--- config.mk ---
export PLATFORM = sky130hd
export DESIGN_NAME = data_cache_ctrl
export DESIGN_NICKNAME = d
export VERILOG_FILES = /design/src/rtl/cache_pkg.sv /design/src/rtl/cache_line_store.sv /design/src/rtl/data_cache_ctrl.sv
export SDC_FILE = /design/constraint.sdc
export NUM_CORES = 1
export LEC_CHECK = 0
export ABC_AREA = 1
export BUFFER_PORTS_ARGS = -buffer_cell sky130_fd_sc_hd__buf_4
export CAP_MARGIN = 20
export CORE_ASPECT_RATIO = 1.4
export CORE_MARGIN = 2
export CORE_UTILIZATION = 40
export DETAILED_ROUTE_END_ITERATION = 16
export MAX_ROUTING_LAYER = met4
export PLACE_DENSITY_LB_ADDON = 0.08
export SYNTH_ARGS = -nofsm -noshare
export SYNTH_HDL_FRONTEND = slang
export SYNTH_HIERARCHICAL = 1
export SYNTH_SLANG_ARGS = --single-unit
--- constraint.sdc ---
create_clock -name clk -period 3.8 [get_ports clk]
set_input_delay 0.19 -clock clk [delete_from_list [all_inputs] [get_ports clk]]
set_output_delay 0.19 -clock clk [all_outputs]
set_load 0.01 [all_outputs]
--- src/rtl/cache_pkg.sv ---
// Shared definitions for the direct-mapped, write-through data cache:
// geometry constants, controller states and address-field helpers.
package cache_pkg;
  localparam int ADDR_W              = 16;
  localparam int WORD_SIZE           = 16;
  localparam int LINE_WORDS          = 4;
  localparam int LINE_BITS           = WORD_SIZE * LINE_WORDS;
  localparam int OFF_W               = $clog2(LINE_WORDS);
  localparam int DEFAULT_MEM_LATENCY = 8;

  typedef enum logic [1:0] {IDLE, FILL, WRITE, RESPOND} state_e;

  function automatic logic [OFF_W-1:0] addr_offset(input logic [ADDR_W-1:0] addr);
    return addr[OFF_W-1:0];
  endfunction

  // Index and tag come back right-aligned in a full address-width word;
  // callers size-cast them to the field width they need.
  function automatic logic [ADDR_W-1:0] addr_index(input logic [ADDR_W-1:0] addr,
                                                   input int idx_bits);
    logic [ADDR_W-1:0] mask;
    mask = (ADDR_W'(1) << idx_bits) - ADDR_W'(1);
    return (addr >> OFF_W) & mask;
  endfunction

  function automatic logic [ADDR_W-1:0] addr_tag(input logic [ADDR_W-1:0] addr,
                                                 input int idx_bits);
    return addr >> (idx_bits + OFF_W);
  endfunction
endpackage

--- src/rtl/cache_line_store.sv ---
// Valid/tag/data arrays of the direct-mapped cache: combinational lookup,
// synchronous whole-line fill and single-word update, valid bits cleared on reset.
module cache_line_store
  import cache_pkg::*;
#(
  parameter int IDX_BITS = 2,
  parameter int TAG_W    = ADDR_W - IDX_BITS - OFF_W
) (
  input  logic                 clk,
  input  logic                 reset,
  input  logic [IDX_BITS-1:0]  i_lk_idx,
  input  logic [TAG_W-1:0]     i_lk_tag,
  input  logic [OFF_W-1:0]     i_lk_off,
  output logic                 o_hit,
  output logic [WORD_SIZE-1:0] o_word,
  input  logic                 i_fill_en,
  input  logic [IDX_BITS-1:0]  i_fill_idx,
  input  logic [TAG_W-1:0]     i_fill_tag,
  input  logic [LINE_BITS-1:0] i_fill_data,
  input  logic                 i_upd_en,
  input  logic [IDX_BITS-1:0]  i_upd_idx,
  input  logic [OFF_W-1:0]     i_upd_off,
  input  logic [WORD_SIZE-1:0] i_upd_data
);
  localparam int LINES = 2 ** IDX_BITS;

  logic [LINES-1:0]     r_valid;
  logic [TAG_W-1:0]     r_tag  [LINES];
  logic [LINE_BITS-1:0] r_data [LINES];

  always_comb begin
    o_hit  = r_valid[i_lk_idx] && (r_tag[i_lk_idx] == i_lk_tag);
    o_word = r_data[i_lk_idx][i_lk_off*WORD_SIZE +: WORD_SIZE];
  end

  always_ff @(posedge clk) begin
    if (reset) begin
      r_valid <= '0;
    end else if (i_fill_en) begin
      r_valid[i_fill_idx] <= 1'b1;
    end
  end

  // Tag and data need no reset: a cleared valid bit masks whatever they hold.
  always_ff @(posedge clk) begin
    if (i_fill_en) begin
      r_tag[i_fill_idx]  <= i_fill_tag;
      r_data[i_fill_idx] <= i_fill_data;
    end else if (i_upd_en) begin
      r_data[i_upd_idx][i_upd_off*WORD_SIZE +: WORD_SIZE] <= i_upd_data;
    end
  end
endmodule

--- src/rtl/data_cache_ctrl.sv ---
// Direct-mapped, write-through, no-write-allocate data cache controller that
// initiates fixed-latency memory reads (line fills) and single-word writes.
module data_cache_ctrl
  import cache_pkg::*;
#(
  parameter int IDX_BITS    = 2,
  parameter int MEM_LATENCY = DEFAULT_MEM_LATENCY
) (
  input  logic                 clk,
  input  logic                 reset,
  input  logic                 cpu_req,
  input  logic                 cpu_write,
  input  logic [ADDR_W-1:0]    cpu_addr,
  input  logic [WORD_SIZE-1:0] cpu_wdata,
  output logic [WORD_SIZE-1:0] cpu_rdata,
  output logic                 cpu_ready,
  output logic                 mem_read,
  output logic                 mem_write,
  output logic [ADDR_W-1:0]    mem_addr,
  output logic [LINE_BITS-1:0] mem_wdata,
  input  logic [LINE_BITS-1:0] mem_rdata,
  output logic [15:0]          hit_count,
  output logic [15:0]          miss_count
);
  localparam int               TAG_W    = ADDR_W - IDX_BITS - OFF_W;
  localparam int               CNT_W    = $clog2(MEM_LATENCY + 1);
  localparam logic [CNT_W-1:0] CNT_LAST = CNT_W'(MEM_LATENCY);

  function automatic logic [15:0] sat_inc(input logic [15:0] v, input logic en);
    return (en && (v != 16'hFFFF)) ? v + 16'd1 : v;
  endfunction

  state_e                r_state, w_state_nxt;
  logic [CNT_W-1:0]      r_cnt, w_cnt_nxt;
  logic [ADDR_W-1:0]     r_addr, w_addr_nxt;
  logic                  r_cpu_ready, w_cpu_ready_nxt;
  logic [WORD_SIZE-1:0]  r_cpu_rdata, w_cpu_rdata_nxt;
  logic                  r_mem_read, w_mem_read_nxt;
  logic                  r_mem_write, w_mem_write_nxt;
  logic [ADDR_W-1:0]     r_mem_addr, w_mem_addr_nxt;
  logic [LINE_BITS-1:0]  r_mem_wdata, w_mem_wdata_nxt;
  logic [15:0]           r_hit_count, r_miss_count;

  logic                  w_hit;
  logic [WORD_SIZE-1:0]  w_word;
  logic [WORD_SIZE-1:0]  w_fill_word;
  logic                  w_fill_en, w_upd_en, w_hit_inc, w_miss_inc;
  logic [IDX_BITS-1:0]   w_lk_idx, w_fill_idx;
  logic [TAG_W-1:0]      w_lk_tag, w_fill_tag;
  logic [OFF_W-1:0]      w_lk_off, w_fill_off;

  // Lookup decodes the live CPU address (used only at acceptance); the fill
  // side works from the address latched at acceptance.
  assign w_lk_idx    = IDX_BITS'(addr_index(cpu_addr, IDX_BITS));
  assign w_lk_tag    = TAG_W'(addr_tag(cpu_addr, IDX_BITS));
  assign w_lk_off    = addr_offset(cpu_addr);
  assign w_fill_idx  = IDX_BITS'(addr_index(r_addr, IDX_BITS));
  assign w_fill_tag  = TAG_W'(addr_tag(r_addr, IDX_BITS));
  assign w_fill_off  = addr_offset(r_addr);
  assign w_fill_word = mem_rdata[w_fill_off*WORD_SIZE +: WORD_SIZE];

  cache_line_store #(
    .IDX_BITS (IDX_BITS),
    .TAG_W    (TAG_W)
  ) u_store (
    .clk         (clk),
    .reset       (reset),
    .i_lk_idx    (w_lk_idx),
    .i_lk_tag    (w_lk_tag),
    .i_lk_off    (w_lk_off),
    .o_hit       (w_hit),
    .o_word      (w_word),
    .i_fill_en   (w_fill_en),
    .i_fill_idx  (w_fill_idx),
    .i_fill_tag  (w_fill_tag),
    .i_fill_data (mem_rdata),
    .i_upd_en    (w_upd_en),
    .i_upd_idx   (w_lk_idx),
    .i_upd_off   (w_lk_off),
    .i_upd_data  (cpu_wdata)
  );

  always_comb begin
    w_state_nxt     = r_state;
    w_cnt_nxt       = r_cnt;
    w_addr_nxt      = r_addr;
    w_cpu_ready_nxt = 1'b0;
    w_cpu_rdata_nxt = r_cpu_rdata;
    w_mem_read_nxt  = r_mem_read;
    w_mem_write_nxt = r_mem_write;
    w_mem_addr_nxt  = r_mem_addr;
    w_mem_wdata_nxt = r_mem_wdata;
    w_fill_en       = 1'b0;
    w_upd_en        = 1'b0;
    w_hit_inc       = 1'b0;
    w_miss_inc      = 1'b0;
    case (r_state)
      IDLE: begin
        if (cpu_req) begin
          w_addr_nxt = cpu_addr;
          w_cnt_nxt  = CNT_W'(1);
          if (cpu_write) begin
            w_state_nxt     = WRITE;
            w_mem_write_nxt = 1'b1;
            w_mem_addr_nxt  = cpu_addr;
            w_mem_wdata_nxt = {{(LINE_BITS-WORD_SIZE){1'b0}}, cpu_wdata};
            w_upd_en        = w_hit;
            w_hit_inc       = w_hit;
          end else if (w_hit) begin
            w_state_nxt     = RESPOND;
            w_cpu_ready_nxt = 1'b1;
            w_cpu_rdata_nxt = w_word;
            w_hit_inc       = 1'b1;
          end else begin
            w_state_nxt    = FILL;
            w_mem_read_nxt = 1'b1;
            w_mem_addr_nxt = {cpu_addr[ADDR_W-1:OFF_W], OFF_W'(0)};
            w_miss_inc     = 1'b1;
          end
        end
      end
      FILL: begin
        if (r_cnt == CNT_LAST) begin
          w_fill_en       = 1'b1;
          w_mem_read_nxt  = 1'b0;
          w_cpu_ready_nxt = 1'b1;
          w_cpu_rdata_nxt = w_fill_word;
          w_state_nxt     = RESPOND;
        end else begin
          w_cnt_nxt = r_cnt + CNT_W'(1);
        end
      end
      WRITE: begin
        if (r_cnt == CNT_LAST) begin
          w_mem_write_nxt = 1'b0;
          w_cpu_ready_nxt = 1'b1;
          w_cpu_rdata_nxt = '0;
          w_state_nxt     = RESPOND;
        end else begin
          w_cnt_nxt = r_cnt + CNT_W'(1);
        end
      end
      RESPOND: begin
        // The strobes are already low here, giving memory its re-arm gap.
        w_cpu_rdata_nxt = '0;
        w_state_nxt     = IDLE;
      end
      default: w_state_nxt = IDLE;
    endcase
  end

  always_ff @(posedge clk) begin
    if (reset) begin
      r_state      <= IDLE;
      r_cnt        <= '0;
      r_cpu_ready  <= 1'b0;
      r_cpu_rdata  <= '0;
      r_mem_read   <= 1'b0;
      r_mem_write  <= 1'b0;
      r_mem_addr   <= '0;
      r_mem_wdata  <= '0;
      r_hit_count  <= '0;
      r_miss_count <= '0;
    end else begin
      r_state      <= w_state_nxt;
      r_cnt        <= w_cnt_nxt;
      r_cpu_ready  <= w_cpu_ready_nxt;
      r_cpu_rdata  <= w_cpu_rdata_nxt;
      r_mem_read   <= w_mem_read_nxt;
      r_mem_write  <= w_mem_write_nxt;
      r_mem_addr   <= w_mem_addr_nxt;
      r_mem_wdata  <= w_mem_wdata_nxt;
      r_hit_count  <= sat_inc(r_hit_count, w_hit_inc);
      r_miss_count <= sat_inc(r_miss_count, w_miss_inc);
    end
  end

  always_ff @(posedge clk) begin
    r_addr <= w_addr_nxt;
  end

  assign cpu_ready  = r_cpu_ready;
  assign cpu_rdata  = r_cpu_rdata;
  assign mem_read   = r_mem_read;
  assign mem_write  = r_mem_write;
  assign mem_addr   = r_mem_addr;
  assign mem_wdata  = r_mem_wdata;
  assign hit_count  = r_hit_count;
  assign miss_count = r_miss_count;
endmodule

======== Word-level counts from Yosys, hierarchy flattened ========
Memories as Yosys holds them, arrays and structs flattened.
Index checks and enable logic that the tools add are counted.
W data, S select, Z words.
word-level totals
  bits in writable memories ............... 304
  flip-flop bits (word level) ............. 109
  memories ................................ 2
  output and inout port bits .............. 131
  ROM bits ................................ 0
  bits in latches ......................... 0
memories
  name            words  bits a word  rd ports  clocked after memory_dff  write ports  RTL line                source
  u_store.r_data  4      64           1         0                         1            cache_line_store.sv:29  logic [LINE_BITS-1:0] r_data [LINES];
  u_store.r_tag   4      12           1         0                         1            cache_line_store.sv:28  logic [TAG_W-1:0] r_tag [LINES];
cells by class
  reduce and logical (&&, ||, !) cells .... 18
  eq/ne operators ......................... 17
  divide/modulo/power cells ............... 0
  add/sub/neg operators ................... 4
  bitwise logic cells ..................... 1
  multiplexer cells ....................... 52
  magnitude comparators ................... 3
  shift operators ......................... 4
  $mul .................................... 0
operators with widths
  operator                    number
  $mux W64                    3
  $shiftx A64 B7 Y16          2
  $mux W16                    7
  $pmux W16 S4                1
  $reduce_or A64 Y1           1
  $shift A16 B34 Y64 const A  1
  $shiftx A16 B34 Y64         1
  $neg A6 Y34                 1
  $add A16 B1 Y16 const B     2
  $ne A16 B16 Y1 const B      2
  $mux W1                     27
  $ne A2 B2 Y1 const B        9
  $eq A12 B12 Y1              1
  $mux W2                     5
  $reduce_and A5 Y1           2
  $reduce_and A3 Y1           3
  $mux W4                     2
  $pmux W4 S2                 1
  $lt A2 B3 Y1 const B        2
  $pmux W1 S2                 3
  $pmux W2 S3                 1
  $reduce_bool A2 Y1          3
  $add A4 B1 Y4 const B       1
  $eq A2 B2 Y1 const B        2
  12 further kinds            16

======== Logic depth before layout (Yosys ltp) ========
Gate-level depths: netlist of run 1.
  depth after elaboration ................. 11
  mapped depth ............................ 24

======== Cells and area by module ========
The synthesis of run 1 kept the hierarchy.
by module, submodules not included
  module            area each (µm²)  instances  cells an instance
  cache_line_store  13390.3          1          1185
  data_cache_ctrl   5584.1           1          811

======== Worst setup path after synthesis of run 1 ========
Ideal clock, no wire load.
  kind .................................... input-to-reg
  start ................................... input port cpu_addr[2]
  end ..................................... memory u_store/r_data[2][0] (netlist bit) (enable)
  stages .................................. 22
  slack ................................... 0.344 ns
  path buffers ............................ 3
  library setup time ...................... 0.388 ns
  arrival ................................. 3.067 ns
  path through ............................ buf_4 inv_4 buf_6 nand2_1 nand3_1 nand2_1 nand2_1 nand2_1 nor2_1 nand3_1 nor2_1 inv_2 nor2_1 inv_2 nor2_2 o21ai_2 nand2_1 buf_4 nand2_1 o21ai_2 nand2_1 nor2_1
between the ends
  cells in the longest elaborated chain, start to end .. 11
  elaborated cells between the ends (all ways) .. 14
  those cells by class .................... eq/ne: 1; mux: 10; reduce/logical: 2; memory: 1
RTL lines
  what                                           RTL line                source
  start: declaration                             data_cache_ctrl.sv:13   input logic [ADDR_W-1:0] cpu_addr,
  $mem_v2 Z4 W12 or $bmux W1 S2 (tied branches)  -
  $eq A12 B12 Y1 or $mux W1 (tied branches)      cache_line_store.sv:32  o_hit = r_valid[i_lk_idx] && (r_tag[i_lk_idx] == i_lk_tag);
  $logic_and A1 B1 Y1 (*)                        cache_line_store.sv:32
  net w_hit                                      data_cache_ctrl.sv:44   logic w_hit;
  $mux W1 (*)                                    data_cache_ctrl.sv:102  if (cpu_write) begin
  $mux W1 (*)                                    data_cache_ctrl.sv:99   if (cpu_req) begin
  $mux W1 (*)                                    data_cache_ctrl.sv:97   case (r_state)
  net w_upd_en                                   data_cache_ctrl.sv:47   logic w_fill_en, w_upd_en, w_hit_inc, w_miss_inc;
  $mux W1 (*)                                    cache_line_store.sv:49  end else if (i_upd_en) begin
  $mux W1 (*)                                    cache_line_store.sv:46  if (i_fill_en) begin
  $mux W64 (implied by the code) (*)             cache_line_store.sv:50  r_data[i_upd_idx][i_upd_off*WORD_SIZE +: WORD_SIZE] <= i_upd_data;
  $reduce_or A64 Y1 (no line)                    -
  $mux W2 (no line) or $mux W64 (tied branches)  -
  end: declaration                               cache_line_store.sv:29
The timed path passes the listed nets; every way through them passes the cells marked *. The select of a mux whose other input is x is not followed.

======== Final worst setup path of run 1 ========
  start ................................... input port cpu_addr[2]
  end ..................................... memory u_store/r_data[2][41] (netlist bit), data pin
between the ends
  cells in the longest elaborated chain, start to end .. 11
  elaborated cells between the ends (all ways) .. 13
  those cells by class .................... eq/ne: 1; mux: 9; reduce/logical: 2; memory: 1
RTL lines
  what                                           RTL line
  $mem_v2 Z4 W12 or $bmux W1 S2 (tied branches)  -
  $eq A12 B12 Y1 or $mux W1 (tied branches)      cache_line_store.sv:32
  $logic_and A1 B1 Y1 (*)                        cache_line_store.sv:32
  net w_hit                                      data_cache_ctrl.sv:44
  $mux W1 (*)                                    data_cache_ctrl.sv:102
  $mux W1 (*)                                    data_cache_ctrl.sv:99
  $mux W1 (*)                                    data_cache_ctrl.sv:97
  net w_upd_en                                   data_cache_ctrl.sv:47
  $mux W1 (*)                                    cache_line_store.sv:49
  $mux W1 (*)                                    cache_line_store.sv:46
  $mux W64 (implied by the code) (*)             cache_line_store.sv:50
  $reduce_or A64 Y1 (no line) (*)                -
  $mux W64 (no line) (*)                         -
Marks and branches as above.

==> flow_summary_export.csv, run 1 <==
group,metric,value,unit
outcome,outcome,"finished, final reports clean",
sta,layout_min_cycle_time,3.48,ns
setup_path,crit_path_start_kind,"input pin",
global_routing,grt_pass1_vias,14300,
sta,setup_viol,0,
clock_network,cts_tree,"yes",
floorplan,dieArea,49200,sq um
run,drv_cap,0,
place,numPortBuffers,182,
global_routing,track_usage,0.258,
sta,finalSetupTns,0,ns
power,peakVddDrop,0.000396,V
synth,syn_inst,1996,
global_routing,grt_antenna_before_repair,0,
power,power_leakage,8.38,nW
setup_path,cp.arrival,3.73,ns
sta,slew_headroom,0.303,
global_routing,gr-total-overflow,0,
setup_path,cp_max_fo,49,
route,vias_per_cell,5.37,
global_routing,grt_pass1_wl,92300,microns
sta,slew_viol_final,0,
clock_network,cts-buffers-inserted,43,
floorplan,die_w,188,microns
place,place_hpwl,43900,microns
place,place_congestion,1.00,
setup_path,critical_path_class,"input pin to register",
sta,hold_violations,0,
route,first_pass_iters,6,
sta,fmax,0.287,GHz
synth,syn_avg_cell_area,9.51,sq um
final_layout,nFillCells,4530,
clock_network,post_cts_buffers,0,
final_layout,layout-drive-gt1-share,0.144,
final_layout,area_growth,18.4,%
route,drc,0,
sta,rsz0062_at_grt,"false",
final_layout,final_nets,2297,
route,drt-initial-drc-count,1202,
setup_path,endpoint_kind,"register",
power,total_power,11.5,mW
route,wl_per_cell,22.1,microns
floorplan,ios,231,
synth,yosysUniqueCellTypes,35,
sta,fin_skew,0.0258,ns
clock_network,cts.repair.resized,0,
clock_network,numClockSinks,413,
setup_path,crit_required,4.06,ns
synth,ys_warn_count,6,
global_routing,grt_max_degree,86,
synth,ys_seq_area_frac,0.605,
floorplan,die_h,262,microns
clock_network,clk_latency,0.57,ns
route,num_vias,15300,
sta,worstMarginPinSlew,1.05,ns
route,ant_nets,0,
power,power_density,510,nW/um^2
floorplan,core,46900,sq um
worst_hold_path,hp-class,"input pin to register",
clock_network,cts-htree-levels,2,
route,wl,62800,microns
sta,fin_crit_sh,0.916,
synth,synth-seq-cells,413,
clock_network,clk_pin_slew,0.06,ns
clock_network,clockRootBuffer,"clkbuf_16",
synth,synth_area,19000,sq um
clock_network,ctsLongestPathBuffers,3,
floorplan,initial_core_util,0.404,
floorplan,rows,94,
clock_network,cts_hold_buffers,29,
==> worst max-delay path, stage by stage <==
cell,delay [ns]
dlygate4sd3_1,0.54
buf_4,0.18
inv_4,0.29
nand2_1,0.10
nand3_1,0.10
nand2_1,0.06
nand2_1,0.06
nand2_1,0.05
nor2_1,0.11
nand3_1,0.09
nor2_1,0.32
inv_2,0.12
nor2_1,0.12
buf_4,0.16
inv_2,0.04
nor2_2,0.13
o21ai_2,0.10
nand2_4,0.12
buf_12,0.23
nor2_1,0.08
a21oi_1,0.51
==> power by group <==
| part | internal (mW) | total, mW | leakage [nW] | switching (mW) |
|---|---|---|---|---|
| logic | 0.661 | 1.99 | 4.07 | 1.33 |
| clock network | 2.42 | 4.22 | 0.673 | 1.79 |
| registers | 5.09 | 5.24 | 3.64 | 0.149 |
==> cell families (layout without fill, tap and decap cells) <==
group | Yosys count | count (layout) | share of synthesized area
simple gates | 882 | 882 | 0.190
compound gates | 427 | 427 | 0.125
flops | 413 | 413 | 0.605
buf+inv | 247 | 423 | 0.0659
fa+ha+maj | 13 | 13 | 0.00857
xor+xnor | 13 | 13 | 0.00600
other cells | 1 | 49 | 0.000198
==> layout make-up <==
| cell class | count | area, sq um | area share |
|---|---|---|---|
| well taps | 624 | 781 | 0.0348 |
| diodes | 1 | 2.50 | 0.000111 |
| repair buffers | 258 | 2030 | 0.0906 |
| clock buffers | 64 | 1250 | 0.0555 |
| flip-flops and latches | 413 | 11500 | 0.511 |
| multi-input cells | 1383 | 6460 | 0.287 |
| inverters | 85 | 322 | 0.0143 |
| clock inverters | 16 | 150 | 0.00668 |
==> path summary, 6_finish.rpt <==
kind | endpoint | slack (ns) | cells after the start | start
max | u_store/r_data[2][41] | 0.32 | 21 | cpu_addr[2]
min | mem_wdata[7] | 0.02 | 3 | cpu_wdata[7]
max reg2reg | u_store/r_data[2][41] | 0.60 | 17 | u_store/r_tag[3][1]
min reg2reg | mem_addr[1] | 0.47 | 2 | mem_addr[1]
==> cells in the mapped netlist (all sizes together) <==
cell / instances / area, sq um
nor3: 9 / 61.3
nor2: 395 / 1520
nand3: 111 / 556
a31oi: 2 / 12.5
edfxtp: 320 / 9610
o22ai: 20 / 125
xnor2: 6 / 52.6
inv: 83 / 314
clkinv: 2 / 7.51
xor2: 7 / 61.3
clkbuf: 44 / 165
nand4: 27 / 169
ha: 13 / 163
a211oi: 2 / 15.0
nand2: 335 / 1260
o221ai: 24 / 210
nand3b: 5 / 37.5
conb: 1 / 3.75
buf: 118 / 763
dfxtp: 93 / 1860
o211ai: 40 / 300
o21ai: 224 / 1140
a21oi: 115 / 576
==> placed cells by master, fill, tap and decap left out, types with 45 or more instances in the layout <==
master / netlist / layout
nor2_1: 388 / 388
nand2_1: 334 / 333
edfxtp_1: 320 / 320
buf_4: 57 / 227
o21ai_0: 176 / 176
a21oi_1: 115 / 115
nand3_1: 111 / 111
dfxtp_1: 93 / 93
inv_1: 73 / 73
conb_1: 1 / 48
clkbuf_16: 0 / 45
==> per-layer routing <==
layer	GRT usage	vias to the layer above	part of all wire
met5	-	-	0
met4	0.0956	0	0.036
met3	0.0358	110	0.059
met2	0.430	592	0.49
met1	0.322	7398	0.42
li1	-	7179	-
==> stage by stage <==
step | area, sq um | cells | worst slack, ns | hold WS (ns) | utilization
after CTS | 22500 | 2843 | 0.382 | 0.000475 | 0.479
final | 22500 | 2844 | 0.321 | 0.0186 | 0.479
after global routing | 22500 | 2843 | 0.0383 | 0.00744 | 0.479
after floorplan | 19200 | 2043 | 0.344 | 0.259 | -
after detailed placement | 20800 | 2734 | 0.365 | 0.407 | 0.443
after global placement | 20800 | 2734 | 0.454 | 0.406 | 0.443
==> registers in the layout, summed over array words and instances (netlist names), 4 cells and up <==
register         cells
r_cnt                4
u_store/r_tag       48
hit_count           16
mem_addr            16
mem_wdata           16
miss_count          16
r_addr              16
u_store/r_data     256
u_store/r_valid      4
cpu_rdata           16
Power figures use the tool's default switching activity.
==> run 2: changes to the inputs <==
- CELL_PAD_IN_SITES_DETAIL_PLACEMENT: not set -> 0
- CELL_PAD_IN_SITES_GLOBAL_PLACEMENT: not set -> 1
==> flow_summary_export.csv, run 2 (synthesis gave the netlist of run 1 again) <==
group,metric,value,unit
outcome,outcome,"finished, final reports clean",
run,drv_cap,0,
power,internal_power,8.21,mW
worst_hold_path,hp-class,"input pin to register",
route,vias_per_cell,5.31,
global_routing,grt_antenna_before_repair,0,
power,combinationalPowerShare,0.174,
setup_path,crit_path_start_kind,"register",
global_routing,track_usage,0.250,
floorplan,die_w,188,microns
global_routing,grt_max_degree,88,
power,peakVddDrop,0.000351,V
sta,slew_headroom,0.297,
setup_path,r2r_slack,0.56,ns
setup_path,cp.arrival,3.52,ns
worst_hold_path,holdPathStages,3,
setup_path,cp_max_fo,87,
power,power_leakage,8.41,nW
global_routing,grt_pass1_wl,89500,microns
clock_network,numClockSinks,413,
clock_network,clk_pin_slew,0.06,ns
clock_network,clk_latency,0.56,ns
power,power_density,507,nW/um^2
power,power_switching_share,0.280,
route,drt-initial-drc-count,1304,
clock_network,post_cts_buffers,0,
place,numPortBuffers,182,
sta,slew_viol_final,0,
floorplan,rows,94,
sta,finalSetupTns,0,ns
route,num_vias,15100,
sta,fin_skew,0.0140,ns
place,place_hpwl,42400,microns
final_layout,layout_common_cells,"nor2_1 (388), nand2_1 (333), edfxtp_1 (320)",
power,netSwitchingPower,3.20,mW
sta,setup_viol,0,
power,pwr-share-clk,0.367,
final_layout,top_register,"u_store/r_data",
sta,hold_violations,0,
final_layout,antennaDiodeCount,0,
floorplan,dieArea,49200,sq um
setup_path,critical_path_class,"register to register",
floorplan,core,46900,sq um
setup_path,crit_required,4.08,ns
clock_network,cts_tree,"yes",
route,ant_nets,0,
power,pwr-share-seq,0.460,
sta,fin_crit_sh,0.852,
sta,rsz0062_at_grt,"false",
clock_network,cts-buffers-inserted,40,
final_layout,area_growth,18.6,%
place,dp_cells,2739,
final_layout,fin_cells,2841,
clock_network,clockRootBuffer,"clkbuf_16",
final_layout,largest_reg_flops,256,
global_routing,grt_pass1_vias,14400,
floorplan,ios,231,
clock_network,cts-htree-levels,2,
sta,fmax,0.309,GHz
route,first_pass_iters,6,
final_layout,largestRegisters,"u_store/r_data x256, u_store/r_tag x48",
route,wl,60300,microns
sta,worstMarginPinSlew,1.05,ns
sta,layout_min_cycle_time,3.24,ns
route,wl_per_cell,21.2,microns
setup_path,r2r_cells,16,
final_layout,layout-drive-gt1-share,0.147,
clock_network,ctsLongestPathBuffers,3,
route,drc,0,
global_routing,gr-total-overflow,0,
floorplan,die_h,262,microns
final_layout,final_nets,2299,
setup_path,endpoint_kind,"register",
place,place_congestion,0.910,
floorplan,initial_core_util,0.404,
final_layout,final_common_cell,"nor2_1",
-- run 2: changes by cell type in the layout (fill, tap and decap cells not counted), sizes merged, moves of 2 or more --
| cell | delta |
|---|---|
| clkbuf | -12 |
| buf | +6 |
| bufinv | +4 |
| clkinv | +2 |
-- run 2: stage by stage --
step / hold slack, ns / area, sq um / power, mW / setup slack [ns] / utilization
finish: 0.0305 / 22500 / 11.4 / 0.563 / 0.480
global route: 0.0165 / 22500 / 11.9 / 0.340 / 0.480
CTS: 0.00130 / 22500 / 11.5 / 0.597 / 0.479
detailed placement: 0.416 / 20800 / 7.29 / 0.319 / 0.444
global placement: 0.416 / 20800 / 7.28 / 0.387 / 0.444
floorplan: 0.259 / 19200 / 6.48 / 0.344 / -
-- run 2: worst max-delay path, stage by stage (launching register included) --
cell	delay [ns]
edfxtp_1	0.40
nand2_1	0.09
nand3_1	0.09
nand3b_1	0.11
nand2_1	0.05
nor2_1	0.08
nand3_1	0.10
nor2_1	0.32
inv_2	0.13
nor2_1	0.20
inv_2	0.05
nor2_2	0.18
o21ai_2	0.12
nand2_4	0.14
buf_12	0.32
nor2_1	0.08
a21oi_1	0.44
-- run 2: power groups by stage --
| stage | Sequential, mW | Combinational (mW) | Clock [mW] |
|---|---|---|---|
| global route | 5.27 | 2.20 | 4.44 |
| global placement | 5.33 | 1.94 | 0 |
| floorplan | 5.36 | 1.13 | 0 |
| detailed placement | 5.34 | 1.95 | 0 |
| CTS | 5.24 | 1.98 | 4.26 |
| finish | 5.24 | 1.98 | 4.18 |
-- run 2: area by class of cell --
class / instances / area (sq um)
clock inverter: 21 / 292
inverter: 85 / 322
timing repair buffer: 263 / 2090
tap: 624 / 781
fill: 4492 / 24400
multi-input combinational: 1383 / 6460
clock buffer: 52 / 1090
sequential: 413 / 11500
-- run 2: per-layer routing --
layer / routed length, microns / GRT usage
met5: 0 / -
met4: 2250 / 0.0919
met3: 3780 / 0.0374
met2: 28400 / 0.400
met1: 25800 / 0.323
-- run 2: worst paths after layout --
| kind | from | endpoint |
|---|---|---|
| setup / recovery | u_store/r_tag[1][5] | u_store/r_data[0][13] |
| hold / removal | cpu_wdata[6] | mem_wdata[6] |
| setup reg to reg | u_store/r_tag[1][5] | u_store/r_data[0][13] |
| hold reg to reg | mem_read | mem_read |
-- run 2: what timing repair did --
| item | CTS | global route |
|---|---|---|
| hold buffers | 28 | 0 |
| hold endpoints to repair | 40 | 0 |
| gates resized for setup | 0 | 0 |
==> run 3: changes to the inputs <==
--- a/config.mk
+++ b/config.mk
@@ -19,4 +19,3 @@
 export SYNTH_ARGS = -nofsm -noshare
 export SYNTH_HDL_FRONTEND = slang
-export SYNTH_HIERARCHICAL = 1
 export SYNTH_SLANG_ARGS = --single-unit
==> constraint.sdc (replaced) <==
create_clock -name clk -period 3.8 [get_ports clk]
set_input_delay 0.19 -clock clk [delete_from_list [all_inputs] [get_ports clk]]
set_output_delay 0.19 -clock clk [all_outputs]
set_load 0.02 [all_outputs]
==> flow_summary_export.csv, run 3 <==
group,metric,value,unit
setup_path,r2r_slack,0.58,ns
floorplan,dieArea,48900,sq um
setup_path,startpoint,"r_cnt[0]",
setup_path,cp.arrival,3.50,ns
global_routing,grt_antenna_before_repair,1,
synth,synth-simple-area-share,0.172,
clock_network,ctsLongestPathBuffers,3,
synth,synth_edf_count,320,
place,numPortBuffers,182,
final_layout,layout_common_cells,"edfxtp_1 (320), nand2_1 (281), nor2_1 (273)",
synth,synthMuxAreaShare,0,
clock_network,clockRootBuffer,"clkbuf_16",
power,total_power,11.8,mW
setup_path,crit_path_start_kind,"register",
synth,synthAdderAreaFrac,0.00796,
floorplan,ios,231,
floorplan,die_w,187,microns
global_routing,track_usage,0.248,
sta,fmax,0.311,GHz
clock_network,numClockSinks,413,
setup_path,critical_path_class,"register to register",
route,wl,59200,microns
synth,ys_seq_area_frac,0.608,
final_layout,largestRegisters,"u_store.r_data x256, u_store.r_tag x48",
synth,syn_avg_cell_area,9.85,sq um
setup_path,reg2reg_to,"u_store.r_data[2][60]",
final_layout,final_common_cell,"edfxtp_1",
power,power_switching_share,0.287,
final_layout,area_growth,19.7,%
synth,synth_area,18900,sq um
sta,slew_headroom,0.329,
power,power_density,523,nW/um^2
setup_path,crit_required,4.09,ns
synth,synth_top_family_by_area,"simple AND/OR/NAND/NOR gates",
power,power_leakage,8.41,nW
sta,finalSetupTns,0,ns
setup_path,r2r_cells,13,
route,drc,0,
global_routing,grt_pass1_vias,14400,
sta,rsz0062_at_grt,"false",
run,drv_cap,0,
route,wl_per_cell,21.4,microns
setup_path,cp_max_fo,89,
global_routing,gr-total-overflow,0,
synth,synthArstFlopShare,0,
clock_network,clk_pin_slew,0.06,ns
final_layout,fin_cells,2770,
place,place_congestion,0.857,
synth,synth_flop_cell,"edfxtp_1",
synth,yosys-top-cells-count,"edfxtp_1 (320), nand2_1 (281), nor2_1 (274), o21ai_0 (203), nand3_1 (147)",
power,netSwitchingPower,3.39,mW
synth,synth_compound_area_frac,0.141,
setup_path,endpoint_kind,"register",
power,peakVddDrop,0.000361,V
place,dp_cells,2655,
sta,fin_crit_sh,0.846,
place,place_hpwl,41500,microns
route,first_pass_iters,6,
synth,yosys.cell_count.top_type,"edfxtp_1",
route,num_vias,14900,
clock_network,cts.repair.resized,0,
clock_network,cts-buffers-inserted,43,
power,pwr-share-clk,0.374,
synth,yosys.area.top_type,"edfxtp_1",
power,pwr-share-seq,0.443,
synth,synth-seq-cells,413,
sta,setup_viol,0,
synth,ys_warn_count,0,
worst_hold_path,hp-class,"input pin to register",
floorplan,rows,94,
power,internal_power,8.41,mW
sta,slew_viol_final,0,
floorplan,die_h,261,microns
floorplan,core,46800,sq um
sta,fin_skew,0.0229,ns
route,ant_nets,0,
sta,layout_min_cycle_time,3.22,ns
final_layout,layout-drive-gt1-share,0.152,
power,combinationalPowerShare,0.183,
synth,yosys-top-cells-area,"edfxtp_1 (51%), dfxtp_1 (9.9%), nand2_1 (5.6%)",
floorplan,initial_core_util,0.403,
setup_path,r2r_start,"r_cnt[0]",
sta,hold_violations,0,
setup_path,critPathCapture,"u_store.r_data[2][60]",
synth,yosysTopAreaCellShare,0.510,
synth,syn_inst,1915,
outcome,outcome,"finished, final reports clean",
final_layout,nFillCells,4473,
final_layout,final_nets,2222,
clock_network,cts_tree,"yes",
global_routing,grt_pass1_wl,89000,microns
synth,yosysUniqueCellTypes,44,
final_layout,top_register,"u_store.r_data",
global_routing,grt_max_degree,98,
final_layout,largest_reg_flops,256,
sta,worstMarginPinSlew,1.01,ns
route,drt-initial-drc-count,1266,
clock_network,clk_latency,0.58,ns
synth,synth-xor-area-share,0.00697,
clock_network,cts-htree-levels,2,
route,vias_per_cell,5.38,
-- run 3: layout make-up --
class	count	area (sq um)	area share
clock buffer	57	1200	0.0532
inverter	87	329	0.0146
sequential	413	11500	0.508
clock inverter	22	268	0.0119
antenna	2	5.00	0.000222
timing repair buffer	268	2120	0.0941
multi-input combinational	1297	6380	0.283
tap	624	781	0.0346
-- run 3: logic make-up after synthesis --
kind of cell	Yosys count
adders and majority gates	12
other	1
xor gates and xnor gates	15
AOI/OAI and AO/OA	458
buffers and inverters	252
DFF	413
and+or+nand+nor	764
-- run 3: critical path, cell delays in order, from the launching register on --
cell and delay (ns):
dfxtp_1 0.34, inv_1 0.06, ha_1 0.13, nand3_1 0.14, nor2_1 0.41, inv_1 0.25
nand2_1 0.18, inv_1 0.14, o211ai_4 0.13, nand2_4 0.11, inv_2 0.18, buf_12 0.33
nand2_1 0.10, o21ai_1 0.35
-- run 3: metrics by stage --
stage	setup WS, ns	hold WS (ns)	util	cell area [sq um]
6_report	0.584	0.0269	0.482	22600
5_1_grt	0.363	0.0356	0.482	22600
4_1_cts	0.627	0.00269	0.482	22600
3_5_place_dp	0.520	0.391	0.443	20700
3_3_place_gp	0.601	0.397	0.443	20700
2_1_floorplan	0.913	0.259	-	19000
-- run 3: worst min path at each step --
stage            startpoint              endpoint  slack, ns  cells after the start
2_1_floorplan         reset        miss_count[15]       0.26                      1
3_3_place_gp    cpu_addr[6]             r_addr[6]       0.40                      1
3_5_place_dp    cpu_addr[9]             r_addr[9]       0.39                      1
4_1_cts        mem_rdata[8]  u_store.r_data[3][8]      0.003                      3
5_1_grt         cpu_addr[1]             r_addr[1]       0.04                      1
6_report       mem_rdata[9]  u_store.r_data[0][9]       0.03                      3
-- run 3: power by group through the flow --
stage               Combinational, mW  Sequential, mW  Clock [mW]
finish                           2.15            5.23        4.42
global route                     2.35            5.25        4.66
CTS                              2.16            5.23        4.49
detailed placement               2.13            5.32           0
global placement                 2.12            5.31           0
floorplan                        1.10            5.46           0
-- run 3: repair_timing --
action	4_1_cts	5_1_grt
hold buffers	34	0
buffers inserted	0	0
setup endpoints to repair	0	0
endpoints found under the hold margin	67	0
-- run 3: metal layers --
metal | vias to the layer above | global-route usage | wire, microns
met3 | 69 | 0.0328 | 3690
met2 | 500 | 0.408 | 28700
met1 | 7243 | 0.327 | 25600
met5 | - | - | 0
met4 | 0 | 0.0608 | 1230
li1 | 7082 | - | -
